File: src/rtl/mem_access_stage.sv
// Memory-access pipeline stage: issues one data-memory request per aligned load/store,
// stalls upstream while it waits for the ack (bounded by TIMEOUT), and drives the MEM/WB
// register. Misaligned accesses and timeouts raise a sticky error flag.
module mem_access_stage #(
    parameter int unsigned TIMEOUT  = 16,
    parameter logic [31:0] ERR_DATA = 32'hDEADBEEF
) (
    input  logic        clk_i,
    input  logic        rst_i,
    input  logic [31:0] ALUResult_i,
    input  logic [31:0] RS2data_i,
    input  logic [31:0] pc_branch_i,
    input  logic        Zero_i,
    input  logic        Branch_i,
    input  logic        MemRead_i,
    input  logic        MemtoReg_i,
    input  logic        MemWrite_i,
    input  logic        RegWrite_i,
    input  logic [4:0]  RDaddr_i,
    output logic        dmem_req_o,
    output logic        dmem_we_o,
    output logic [31:0] dmem_addr_o,
    output logic [31:0] dmem_wdata_o,
    input  logic        dmem_ack_i,
    input  logic [31:0] dmem_rdata_i,
    output logic        stall_o,
    output logic        PCSrc_o,
    output logic [31:0] pc_branch_o,
    output logic        RegWrite_o,
    output logic        MemtoReg_o,
    output logic [31:0] ReadData_o,
    output logic [31:0] ALUResult_o,
    output logic [4:0]  RDaddr_o,
    output logic        err_o
);

    localparam int unsigned CntW = (TIMEOUT > 1) ? $clog2(TIMEOUT + 1) : 1;
    localparam logic [CntW-1:0] CntLast = CntW'(TIMEOUT - 1);

    typedef enum logic [1:0] {
        StIdle,
        StAccess,
        StDone
    } state_e;

    state_e          state_q, state_d;
    logic [CntW-1:0] cnt_q, cnt_d;
    logic            err_q, err_d;

    logic [31:0] addr_q, wdata_q, rdata_q;
    logic        we_q;

    logic        regwrite_q, memtoreg_q;
    logic [31:0] readdata_q, aluresult_q;
    logic [4:0]  rdaddr_q;

    logic access, aligned;
    logic latch_req, capture, timeout, misalign, wb_load, wb_bubble;

    assign access  = MemRead_i | MemWrite_i;
    assign aligned = (ALUResult_i[1:0] == 2'b00);

    // Branch redirect is purely combinational and independent of the access FSM.
    assign PCSrc_o     = Branch_i & Zero_i;
    assign pc_branch_o = pc_branch_i;

    // Next-state, stall/request strobes and MEM/WB load controls.
    always_comb begin
        state_d    = state_q;
        cnt_d      = cnt_q;
        stall_o    = 1'b0;
        dmem_req_o = 1'b0;
        latch_req  = 1'b0;
        capture    = 1'b0;
        timeout    = 1'b0;
        misalign   = 1'b0;
        wb_load    = 1'b0;
        wb_bubble  = 1'b0;
        unique case (state_q)
            StIdle: begin
                if (access) begin
                    wb_bubble = 1'b1;
                    if (aligned) begin
                        latch_req = 1'b1;
                        stall_o   = 1'b1;
                        cnt_d     = '0;
                        state_d   = StAccess;
                    end else begin
                        misalign = 1'b1;
                    end
                end else begin
                    wb_load = 1'b1;
                end
            end
            StAccess: begin
                dmem_req_o = 1'b1;
                stall_o    = 1'b1;
                wb_bubble  = 1'b1;
                cnt_d      = cnt_q + CntW'(1);
                // An ack in the last allowed cycle still wins over the timeout.
                if (dmem_ack_i) begin
                    capture = 1'b1;
                    state_d = StDone;
                end else if (cnt_q == CntLast) begin
                    timeout = 1'b1;
                    state_d = StDone;
                end
            end
            StDone: begin
                wb_load = 1'b1;
                state_d = StIdle;
            end
            default: begin
                state_d = StIdle;
            end
        endcase
    end

    assign err_d = err_q | misalign | timeout;

    // FSM state, wait counter and sticky error flag.
    always_ff @(posedge clk_i) begin
        if (!rst_i) begin
            state_q <= StIdle;
            cnt_q   <= '0;
            err_q   <= 1'b0;
        end else begin
            state_q <= state_d;
            cnt_q   <= cnt_d;
            err_q   <= err_d;
        end
    end

    // Request registers latched on entry to ACCESS; completion data captured on exit.
    always_ff @(posedge clk_i) begin
        if (!rst_i) begin
            addr_q  <= '0;
            wdata_q <= '0;
            we_q    <= 1'b0;
            rdata_q <= '0;
        end else begin
            if (latch_req) begin
                addr_q  <= ALUResult_i;
                wdata_q <= RS2data_i;
                we_q    <= MemWrite_i;
            end
            // Stores (including both-flags-set) never return load data.
            if (capture) begin
                rdata_q <= we_q ? '0 : dmem_rdata_i;
            end else if (timeout) begin
                rdata_q <= we_q ? '0 : ERR_DATA;
            end
        end
    end

    // MEM/WB register: real load when the stage advances, bubble otherwise.
    always_ff @(posedge clk_i) begin
        if (!rst_i) begin
            regwrite_q  <= 1'b0;
            memtoreg_q  <= 1'b0;
            readdata_q  <= '0;
            aluresult_q <= '0;
            rdaddr_q    <= '0;
        end else if (wb_load) begin
            regwrite_q  <= RegWrite_i;
            memtoreg_q  <= MemtoReg_i;
            aluresult_q <= ALUResult_i;
            rdaddr_q    <= RDaddr_i;
            // Non-memory ops carry no load data, so ReadData is cleared for them.
            readdata_q  <= (state_q == StDone) ? rdata_q : '0;
        end else if (wb_bubble) begin
            regwrite_q <= 1'b0;
            memtoreg_q <= 1'b0;
            rdaddr_q   <= '0;
        end
    end

    assign dmem_we_o    = we_q;
    assign dmem_addr_o  = addr_q;
    assign dmem_wdata_o = wdata_q;
    assign RegWrite_o   = regwrite_q;
    assign MemtoReg_o   = memtoreg_q;
    assign ReadData_o   = readdata_q;
    assign ALUResult_o  = aluresult_q;
    assign RDaddr_o     = rdaddr_q;
    assign err_o        = err_q;

endmodule

File: config.mk
export PLATFORM = sky130hd
export DESIGN_NAME = mem_access_stage
export DESIGN_NICKNAME = d
export VERILOG_FILES = /design/src/rtl/mem_access_stage.sv
export SDC_FILE = /design/constraint.sdc
export NUM_CORES = 1
export LEC_CHECK = 0
export CAP_MARGIN = 20
export CORE_MARGIN = 2
export CORE_UTILIZATION = 38
export CTS_BUF_LIST = sky130_fd_sc_hd__clkbuf_2
export CTS_CLUSTER_SIZE = 20
export DETAILED_ROUTE_END_ITERATION = 8
export GPL_TIMING_DRIVEN = 0
export PLACE_DENSITY = 0.9
export SETUP_SLACK_MARGIN = 0.15
export SYNTH_ARGS = -nofsm -noshare
export SYNTH_HDL_FRONTEND = slang
export SYNTH_SLANG_ARGS = --single-unit
File: constraint.sdc
create_clock -name clk_i -period 1.7 [get_ports clk_i]
set_clock_uncertainty 0.1 [all_clocks]
set_input_delay 0.255 -clock clk_i [delete_from_list [all_inputs] [get_ports clk_i]]
set_output_delay 0.255 -clock clk_i [all_outputs]
set_load 0.1 [all_outputs]
After elaboration in Yosys (flattened, before gate mapping)
Cells that the tools add are included. Widths: inputs -> output; s select.

Input port bits: 142. Output and inout port bits: 172. Register bits after elaboration: 176.

Add/subtract/negate cells: 1. Equal/unequal tests: 6. Multiplexer cells: 35. Bitwise logic cells: 4. Reductions and logical operators: 7.

Operator list (number): $mux 32 (5); $mux 5 (4); $mux 1 (17); $pmux 5 s2 (1); $mux 2 (4); $pmux 1 s2 (3); $reduce_and 3->1 (2); $reduce_bool 2->1 (3); $add 5x1->5 const B (1); $eq 5x4->1 const B (1); $logic_not 2->1 (2); $ne 2x2->1 const B (2); $pmux 2 s2 (1); $ne 3x3->1 const B (1); $or 1x1->1 (3); $eq 2x1->1 const B (1); $eq 2x2->1 const B (1); $and 1x1->1 (1).

Depth between registers and ports, before layout
Gate-level depths: netlist (run 1).

Depth after elaboration: 6. Gate-level depth with buffers: 8.

Worst setup path after synthesis (run 1)
Ideal clock, no wire load.

Path kind: register -> output. Start point: register state_q[0]. End point: output stall_o. Arrival time: 1.508 ns. Data required time: 1.345 ns. Path slack: -0.163 ns. Cell stages (with the launch flop): 4. Buffers on the path: 1. Path through: dfxtp_1 -> buf_2 -> a21o_1 -> and2_1.

Longest elaborated chain between the ends: 2. Elaborated cells on any way between the ends: 3.

RTL lines: start: declaration (RTL line 46) `state_e state_q, state_d;`; start signal: assignment (RTL line 124) `state_q <= StIdle;`; start signal: assignment (RTL line 128) `state_q <= state_d;`; $eq 2x1->1 / $logic_not 2->1 (equally long branches) (RTL line 79) `unique case (state_q)`; $pmux 1 s2 * (RTL line 79); end: declaration (RTL line 26) `output logic stall_o,`.

Every way passes the cells marked *; elsewhere a longest branch is shown, timed or not.

Worst setup path in the final report (run 1)
Ends and elaborated chain as after synthesis.

==> run summary, run 1 <==
Outcome - complete, but fails checks
Violated checks - setup timing
Initial core utilization - 0.3879
PwrDens - 713.5 nW/um2
Fin crit period - 2075 ps
Yosys reg bits - 176
Worst Tran Pin Value - 999.0 ps
Synth Instances - 679
Die Wd - 136.7 um
Post-Route Setup TNS - -11860 ps
Crit path DAT - 1720 ps
GR peak layer - met2
Final setup viols - 193
Clock Latency Late Sink - 780 ps
Fmax achieved - 0.4819 GHz
Clock slew at reported path FFs - 270 ps
Design Power - 9.915 mW
Core Area - 17240 um2
Port bufs - 280
Clock buffers created by TritonCTS - 17
Site Rows - 48
Remaining DRCs - 0
CP max FO - 2
Area of the mapped netlist - 6686 um2
Commonest cells after routing, fill and taps aside - nand2_1 (176), buf_12 (149), dfxtp_2 (116)
Number of vias per cell - 5.330
DP HPWL - 15.14 mm
Total iterations of the first detailed-routing run - 7
Synth cell types - 39
Synth Warn # - 0
Initial DRC Count - 377
Max-Cap Viols - 0
Routed len/inst - 22.12 um
Final hold violation count - 0
Final instance area - 13900 um2
Clock sink count - 176
Met3 Usage GRT - 0.1019
Clk Tree Root Cell - clkbuf_2
Routability cong. - 0.8360
VDD IR max - 603.8 uV
Hold Slack - 65.99 ps
Mean post-synth cell area - 9.847 um2
CP required - 1340 ps
GR Overflow Total - 0
CTS tree - done
Largest net degree at the start of global routing - 17
Startpoint Class - flip-flop
H-tree levels - 4
Post-layout util - 0.8063
Total GRT Usage - 0.3099
Syn_nets - 823
Slew Limit Fails - 0
Critical Path End Type - output port
DR vias - 7404
Pre-CTS setup slack - -1292 ps
Initial antenna violation count - 0
Commonest non-fill, non-tap cell in the layout - nand2_1
Placed inst area - 9827 um2
IO Count - 314
Number of global-route vias before repair - 8021
Static leakage - 5.764 nW
Final worst setup slack - -375.3 ps
Final WL - 30.72 mm
Number of routed nets with antenna violations - 0
CTS max path bufs - 2
Share of post-route cells with drive strength above 1 - 0.4253
Area growth, synth to finish - 107.8%
Final Instance Count excl. Fillers - 1389
Met2 global-route usage - 0.5689
Unrepaired setup endpoints after global routing - true
Nets - 1295
Register area share after synthesis - 0.5269
Period Utilization, post-route - 1.221
GRT met1 Usage - 0.3067
WS Path Type - flip-flop to output port
Worst slew margin - 0.3366
Die area - 18670 um2
Placed Cells - 1184
Die height - 136.7 um
Ant diodes - 0
Worst Hold Class - primary input to flip-flop
First-pass GRT wire length - 43.86 mm
[critical path: stages (launching register included)]
cell and delay [ps]:
dfxtp_4 400, buf_6 110, a21o_1 170, and2_4 150
buf_12 160
[sequential cells by signal, summed over array words and instances (netlist names)]
name / flops
ALUResult_o: 32
ReadData_o: 32
dmem_addr_o: 32
dmem_wdata_o: 32
rdata_q: 32
RDaddr_o: 5
cnt_q: 5
state_q: 2
MemtoReg_o: 1
RegWrite_o: 1
dmem_we_o: 1
err_o: 1
[worst paths after layout]
kind         depth (start not counted)  slack, ps   startpoint          end
max                                  4       -380   state_q[0]      stall_o
min                                  4         70        rst_i  RDaddr_o[0]
max reg2reg                          8       -230   state_q[0]  rdata_q[16]
min reg2reg                          1        390  rdata_q[25]  rdata_q[25]
[cells in the mapped netlist]
cell / instances / area, um2
clkbuf_1: 23 / 86.33
a21oi_1: 6 / 30.03
a2111o_1: 1 / 11.26
o22ai_1: 7 / 43.79
o21a_1: 1 / 7.510
o2bb2ai_1: 24 / 210.2
buf_1: 2 / 7.510
ha_1: 2 / 25.02
nand3_1: 3 / 15.01
or2_1: 1 / 6.260
buf_2: 15 / 75.07
o21bai_1: 1 / 7.510
a211oi_1: 2 / 15.01
nor4_4: 1 / 21.27
inv_1: 7 / 26.28
a21oi_2: 1 / 8.760
buf_6: 2 / 22.52
and2_1: 3 / 18.77
a22o_1: 40 / 350.3
mux2i_1: 95 / 950.9
o21ai_0: 2 / 10.01
nor3_1: 1 / 5.000
a31oi_1: 3 / 18.77
or4_1: 2 / 15.01
nor4_2: 1 / 12.51
o311ai_0: 2 / 17.52
a31o_2: 1 / 8.760
nand2_1: 177 / 664.4
nor3b_1: 1 / 7.510
and3_1: 3 / 18.77
nor2_1: 29 / 108.9
o31a_1: 1 / 8.760
nand3b_1: 1 / 7.510
nor3_2: 1 / 10.01
a21o_1: 1 / 7.510
inv_2: 1 / 3.750
dfxtp_1: 176 / 3523
buf_4: 38 / 285.3
nand2b_4: 1 / 13.76
[timing repair]
item	CTS	global route
hold buffers	103	0
setup buffers	34	27
resized for setup	1518	61
hold endpoints to repair	137	0
pin swaps	29	3
gates cloned	9	0
endpoints found under the setup margin	329	309
[area by class of cell]
class / instances / area, um2
multi-input cells: 415 / 2995
flip-flops and latches: 176 / 3762
clock inverters: 14 / 132.6
clock buffers: 18 / 90.09
inverters: 8 / 36.28
plain buffers: 80 / 638.1
repair buffers: 453 / 5961
well taps: 225 / 281.5
fillers: 827 / 3339
[report_power, final]
part | total (mW) | switching [mW] | internal (mW)
Clock | 2.19 | 1.63 | 0.558
Sequential | 4.46 | 0.174 | 4.29
Combinational | 3.26 | 1.93 | 1.33
[cell families after synthesis]
| group | share of synthesized area |
|---|---|
| and+or+nand+nor | 0.1383 |
| adders and majority gates | 0.003742 |
| muxes | 0.1422 |
| DFF | 0.5269 |
| buffers and inverters | 0.07579 |
| AOI/OAI and AO/OA | 0.1130 |
[routing by layer]
metal | vias to the layer above | part of all wire
met5 | - | 0
met4 | 0 | 0.059
met3 | 139 | 0.083
met2 | 450 | 0.52
met1 | 3583 | 0.33
li1 | 3232 | -
Power figures use the tool's default switching activity.
==> inputs of run 2 (changes only) <==
--- a/config.mk
+++ b/config.mk
@@ -8,12 +8,13 @@
 export CAP_MARGIN = 20
 export CORE_MARGIN = 2
 export CORE_UTILIZATION = 38
-export CTS_BUF_LIST = sky130_fd_sc_hd__clkbuf_2
+export CTS_BUF_LIST = sky130_fd_sc_hd__clkbuf_2 sky130_fd_sc_hd__clkbuf_4 sky130_fd_sc_hd__clkbuf_8
 export CTS_CLUSTER_SIZE = 20
 export DETAILED_ROUTE_END_ITERATION = 8
 export GPL_TIMING_DRIVEN = 0
 export PLACE_DENSITY = 0.9
 export SETUP_SLACK_MARGIN = 0.15
+export SLEW_MARGIN = 20
 export SYNTH_ARGS = -nofsm -noshare
 export SYNTH_HDL_FRONTEND = slang
 export SYNTH_SLANG_ARGS = --single-unit
==> run 2 against run 1 <==
  * The flow still finishes with violations (setup timing)
  * Largest cell class unchanged
  * Via count fell by 16%
  * Routed wire length fell by 29%
  * Highest routed layer unchanged
  * Worst hold slack improved by 31 ps
  * Sequential power decreased by 2%
==> run summary, run 2 (same netlist as run 1, synthesis figures left out) <==
Outcome - complete, but fails checks
Violated checks - setup timing
Switching pwr - 3.485 mW (-6.7%)
Final WL - 21.91 mm (-29%)
Nets - 1165 (-10%)
Critical path, cell by cell - ha_4, and3_4, ha_4, nor2_4, or4_4, buf_12, buf_8, o2bb2ai_2
Reg2reg path depth - 8 (unchanged)
Most used cell, CP - ha_4
Max-Cap Viols - 0 (unchanged)
Final instance area - 10910 um2 (-22%)
DP HPWL - 15.14 mm (unchanged)
Initial antenna violation count - 1 (+1)
Initial DRC Count - 234 (-38%)
Fill cells - 1445 (+75%)
Worst Hold Class - primary input to flip-flop
Die Wd - 136.7 um (unchanged)
Area growth, synth to finish - 63.14%
R2R Setup Slk - -240 ps (about the same)
Commonest cells after routing, fill and taps aside - buf_4 (193), nand2_1 (176), dfxtp_1 (171)
Total iterations of the first detailed-routing run - 4 (-3)
CP max FO - 8 (+6)
Pint - 6.384 mW (+3.3%)
Remaining DRCs - 0 (unchanged)
Post-layout util - 0.6328 (-0.1734)
WP depth - 8 (+4)
Reg2reg end - rdata_q[19]
CTS max path bufs - 2 (unchanged)
Total GRT Usage - 0.2142 (-0.09573)
Pre-CTS setup slack - -1292 ps (unchanged)
Unrepaired setup endpoints after global routing - true
Logic gate share of total power - 0.263 (-0.066)
Final Instance Count excl. Fillers - 1260 (-9.3%)
Seq pwr share - 0.443 (-0.007)
Static leakage - 4.820 nW (-16%)
Number of vias per cell - 4.956 (-7.0%)
Clock buffers created by TritonCTS - 17 (unchanged)
CTS tree - done
Slowest cell on crit path - or4_4
IO Count - 314 (unchanged)
Period Utilization, post-route - 1.138 (-0.08230)
Worst path bufs/invs - 2 (unchanged)
Worst Tran Pin Value - 960.7 ps (-38.35 ps)
Hold bufs inserted after CTS - 0 (-100%)
Startpoint Class - flip-flop
WS Path Type - flip-flop to flip-flop
CP required - 1990 ps (+650 ps)
VDD IR max - 582.8 uV (-3.5%)
Switch share - 0.3531 (-0.02360)
Hold Startpoint - ALUResult_i[0]
Final hold violation count - 0 (unchanged)
Critical Path End Type - flip-flop
Worst slew margin - 0.3621 (+0.02551)
First-pass GRT wire length - 31.28 mm (-29%)
Number of routed nets with antenna violations - 0 (unchanged)
CP startpoint - cnt_q[0]
Placed Cells - 1184 (unchanged)
Clock Latency Late Sink - 460 ps (-320 ps)
Slew Limit Fails - 0 (unchanged)
Final setup viols - 32 (-83%)
PwrDens - 904.7 nW/um2 (+27%)
GR Overflow Total - 0 (unchanged)
Die area - 18670 um2 (unchanged)
Core Area - 17240 um2 (unchanged)
Clk Tree Root Cell - clkbuf_8
Site Rows - 48 (unchanged)
Die height - 136.7 um (unchanged)
Initial core utilization - 0.3879 (unchanged)
Crit path capture - rdata_q[19]
Commonest non-fill, non-tap cell in the layout - buf_4
Port bufs - 280 (unchanged)
Reg-to-Reg Start - cnt_q[0]
Clock sink count - 176 (unchanged)
Clock Power Share - 0.294 (+0.073)
Routed len/inst - 17.39 um (-21%)
Fmax achieved - 0.5167 GHz (+7.2%)
Fin crit period - 1935 ps (-139.9 ps)
Clock slew at reported path FFs - 90 ps (-180 ps)
Routability cong. - 0.8360 (unchanged)
Final worst setup slack - -235.4 ps (+139.9 ps)
H-tree levels - 4 (unchanged)
Placed inst area - 9827 um2 (unchanged)
Family with the most delay on the worst path - simple AND/OR/NAND/NOR gates
Crit-path max cell delay - 430 ps (+30 ps)
Share of post-route cells with drive strength above 1 - 0.3191 (-0.1061)
Largest net degree at the start of global routing - 17 (unchanged)
DR vias - 6244 (-16%)
Number of global-route vias before repair - 6162 (-23%)
Crit path DAT - 2220 ps (+500 ps)
-- run 2: worst min path at each step --
stage,end,slack [ps],cells after the start
6_report,ALUResult_o[0],100,3
2_1_floorplan,rdata_q[14],280,1
5_1_grt,ALUResult_o[0],100,3
3_5_place_dp,dmem_wdata_o[2],350,2
4_1_cts,dmem_we_o,110,2
3_3_place_gp,dmem_wdata_o[1],340,2
-- run 2: cell type report --
class,instances,area (um2),share of cell area
diodes,1,2.502,0.0002294
plain buffers,80,651.9,0.05976
clock buffers,20,269.0,0.02466
clock inverters,12,125.1,0.01147
inverters,8,33.78,0.003097
multi-input cells,415,3033,0.2780
flip-flops and latches,176,3537,0.3243
well taps,225,281.5,0.02581
repair buffers,323,2974,0.2727
-- run 2: power groups by stage --
stage	logic (mW)	registers, mW	clock network, mW
floorplan	0.803	5.34	0
global placement	2.40	4.45	0
detailed placement	2.42	4.46	0
CTS	2.40	4.37	2.94
global route	2.69	4.39	3.13
finish	2.60	4.37	2.90
-- run 2: metal layers --
metal,up-vias,track usage,part of all wire
li1,2967,-,-
met5,-,0,0
met2,246,0.3742,0.51
met1,3005,0.2456,0.39
met3,26,0.07667,0.082
met4,0,0.06192,0.014
-- run 2: tightest hold or removal path, cell delays in order --
cell	delay [ps]
dlymetal6s2s_1	200
nand2_1	90
mux2i_1	70
-- run 2: what timing repair did --
action / in CTS / in global routing
cloned: 1 / 8
setup buffers: 7 / 27
endpoints found under the setup margin: 329 / 167
gates resized for setup: 914 / 94
pin swaps: 4 / 15
-- run 2: through the flow --
| step | hold slack (ps) | TNS (ps) | total power, mW |
|---|---|---|---|
| after detailed placement | 346.8 | -93290 | 6.881 |
| after CTS | 111.3 | -10130 | 9.704 |
| after floorplan | 280.5 | -1583 | 6.144 |
| after global placement | 340.7 | -86530 | 6.850 |
| final | 96.91 | -4942 | 9.868 |
| after global routing | 102.3 | -6900 | 10.21 |
==> inputs of run 3 (changes only) <==
--- a/config.mk
+++ b/config.mk
@@ -6,7 +6,6 @@
 export NUM_CORES = 1
 export LEC_CHECK = 0
 export CAP_MARGIN = 20
-export CORE_MARGIN = 2
 export CORE_UTILIZATION = 38
 export CTS_BUF_LIST = sky130_fd_sc_hd__clkbuf_2 sky130_fd_sc_hd__clkbuf_4 sky130_fd_sc_hd__clkbuf_8
 export CTS_CLUSTER_SIZE = 20
==> run 3 against run 2 <==
  * The flow still finishes with violations (setup timing)
  * Worst setup slack better by 18 ps
  * Die area is 2.9% lower
  * First-iteration DRC count is 14% lower
  * Final cell count is 0.32% higher
  * Maximum frequency is 0.96% higher
  * Largest cell class unchanged
==> run summary, run 3 (same netlist as run 1, synthesis figures left out) <==
Routability cong. - 0.8334 (-0.31%)
DR vias - 6293 (+0.78%)
Total GRT Usage - 0.2201 (+0.005844)
Site Rows - 48 (unchanged)
Multi-input gate area - 2943 um2 (-3.0%)
Die Wd - 134.7 um (-1.5%)
Port bufs - 280 (unchanged)
CP max FO - 10 (+2)
Number of vias per cell - 4.979 (+0.47%)
Final setup viols - 39 (+22%)
WS Path Type - flip-flop to flip-flop
Area growth, synth to finish - 62.46%
Initial core utilization - 0.3879 (unchanged)
Share of post-route cells with drive strength above 1 - 0.3468 (+0.02767)
Period Utilization, post-route - 1.128 (-0.01086)
Hold Slack - 101.7 ps (+4.807 ps)
Register area - 3538 um2 (about the same)
Total iterations of the first detailed-routing run - 4 (unchanged)
Hold Startpoint - ALUResult_i[0]
Cell count of the worst hold path - 3 (unchanged)
First-pass GRT wire length - 31.07 mm (-0.66%)
Initial DRC Count - 201 (-14%)
Final worst setup slack - -216.9 ps (+18.47 ps)
Nets - 1169 (+0.34%)
Max-Cap Viols - 0 (unchanged)
Initial antenna violation count - 1 (unchanged)
Static leakage - 4.832 nW (+0.25%)
Reg2reg path depth - 8 (unchanged)
Fmax achieved - 0.5217 GHz (+0.96%)
H-tree levels - 4 (unchanged)
Largest net degree at the start of global routing - 17 (unchanged)
Violated checks - setup timing
CP required - 2000 ps (about the same)
Slew Limit Fails - 0 (unchanged)
IO Count - 314 (unchanged)
Die height - 134.7 um (-1.5%)
Startpoint Class - flip-flop
Number of global-route vias before repair - 6016 (-2.4%)
Fill cells - 1432 (-0.90%)
Outcome - complete, but fails checks
VDD IR max - 522.3 uV (-10%)
Unrepaired setup endpoints after global routing - true
Number of routed nets with antenna violations - 0 (unchanged)
Remaining DRCs - 0 (unchanged)
Final hold violation count - 0 (unchanged)
Crit path DAT - 2210 ps (about the same)
Reg-to-Reg Start - cnt_q[1]
Fin crit period - 1917 ps (-18.46 ps)
GR Overflow Total - 0 (unchanged)
Clock slew at reported path FFs - 100 ps (about the same)
Clock Latency Late Sink - 460 ps (about the same)
Critical Path End Type - flip-flop
Worst Hold Class - primary input to flip-flop
Final Instance Count excl. Fillers - 1264 (+0.32%)
Die area - 18130 um2 (-2.9%)
DP HPWL - 14.94 mm (-1.3%)
CTS max path bufs - 2 (unchanged)
CTS tree - done
Clock sink count - 176 (unchanged)
Design Power - 10.01 mW (+1.5%)
Routed len/inst - 17.70 um (+1.8%)
Clk Tree Root Cell - clkbuf_8
Commonest non-fill, non-tap cell in the layout - buf_4
Worst hold endpoint - ALUResult_o[0]
Worst slew margin - 0.3587 (-0.003375)
Placed inst area - 9827 um2 (unchanged)
Worst Tran Pin Value - 965.8 ps (+5.083 ps)
Final instance area - 10860 um2 (-0.41%)
Clock buffers created by TritonCTS - 17 (unchanged)
Final WL - 22.38 mm (+2.1%)
Commonest cells after routing, fill and taps aside - buf_4 (224), nand2_1 (176), dfxtp_1 (170)
R2R Setup Slk - -220 ps (+20 ps)
Placed Cells - 1184 (unchanged)
Hold bufs inserted after CTS - 0 (unchanged)
Core Area - 17240 um2 (unchanged)
Reg2reg end - rdata_q[15]
PwrDens - 921.8 nW/um2 (+1.9%)
-- run 3: changes by cell type in the layout (fill, tap and decap cells not counted), sizes merged --
cell,before,now
clkbuf,52,48
buf,232,268
dlymetal6s2s,1,2
clkdlybuf4s50,105,104
bufinv,1,2
dlygate4sd2,31,3
clkdlybuf4s15,2,1
-- run 3: worst max path at each step --
stage / startpoint / endpoint / slack [ps]
after global routing: cnt_q[0] / rdata_q[15] / -240
after global placement: MemRead_i / stall_o / -1300
after floorplan: cnt_q[0] / rdata_q[10] / -80
after CTS: state_q[0] / stall_o / -190
after detailed placement: MemRead_i / stall_o / -1310
final: cnt_q[1] / rdata_q[15] / -220
-- run 3: per-stage QoR --
stage	worst slack (ps)	TNS (ps)	utilization
6_report	-216.9	-4990	0.6302
5_1_grt	-241.8	-8096	0.6302
4_1_cts	-189.5	-10340	0.5827
3_5_place_dp	-1310	-93600	0.5701
3_3_place_gp	-1301	-90920	0.5701
2_1_floorplan	-79.17	-1583	-
-- run 3: critical path, cell delays in order, from the launching register on --
cell	delay, ps
dfxtp_2	370
ha_4	130
and3_4	190
ha_4	150
nor2_4	40
or4_4	430
buf_8	170
buf_12	150
o2bb2ai_2	140
-- run 3: cell type report --
class | instances | area share
multi-input combinational | 415 | 0.2709
inverter | 8 | 0.003340
antenna | 1 | 0.0002304
tap | 225 | 0.02592
timing repair buffer | 327 | 0.2739
buffer | 80 | 0.06254
clock buffer | 19 | 0.02350
clock inverter | 13 | 0.01394
sequential | 176 | 0.3257
-- run 3: what timing repair did --
action | in CTS | in global routing
cloned | 1 | 9
setup endpoints to repair | 330 | 165
pin swaps | 6 | 8
resized for setup | 912 | 99
setup buffers | 8 | 29
-- run 3: power breakdown --
group          leakage (nW)  internal [mW]  total, mW  switching, mW
combinational          3.20          0.843       2.62           1.77
sequential             1.43           4.27       4.37         0.0976
clock                 0.199           1.39       3.02           1.64
-- run 3: per-layer routing --
layer / GRT usage / vias up / wire length [um]
met5: 0 / - / 0
met4: 0.08489 / 0 / 510
met3: 0.06644 / 41 / 1566
met2: 0.3920 / 252 / 11540
met1: 0.2446 / 3018 / 8758
li1: - / 2982 / -
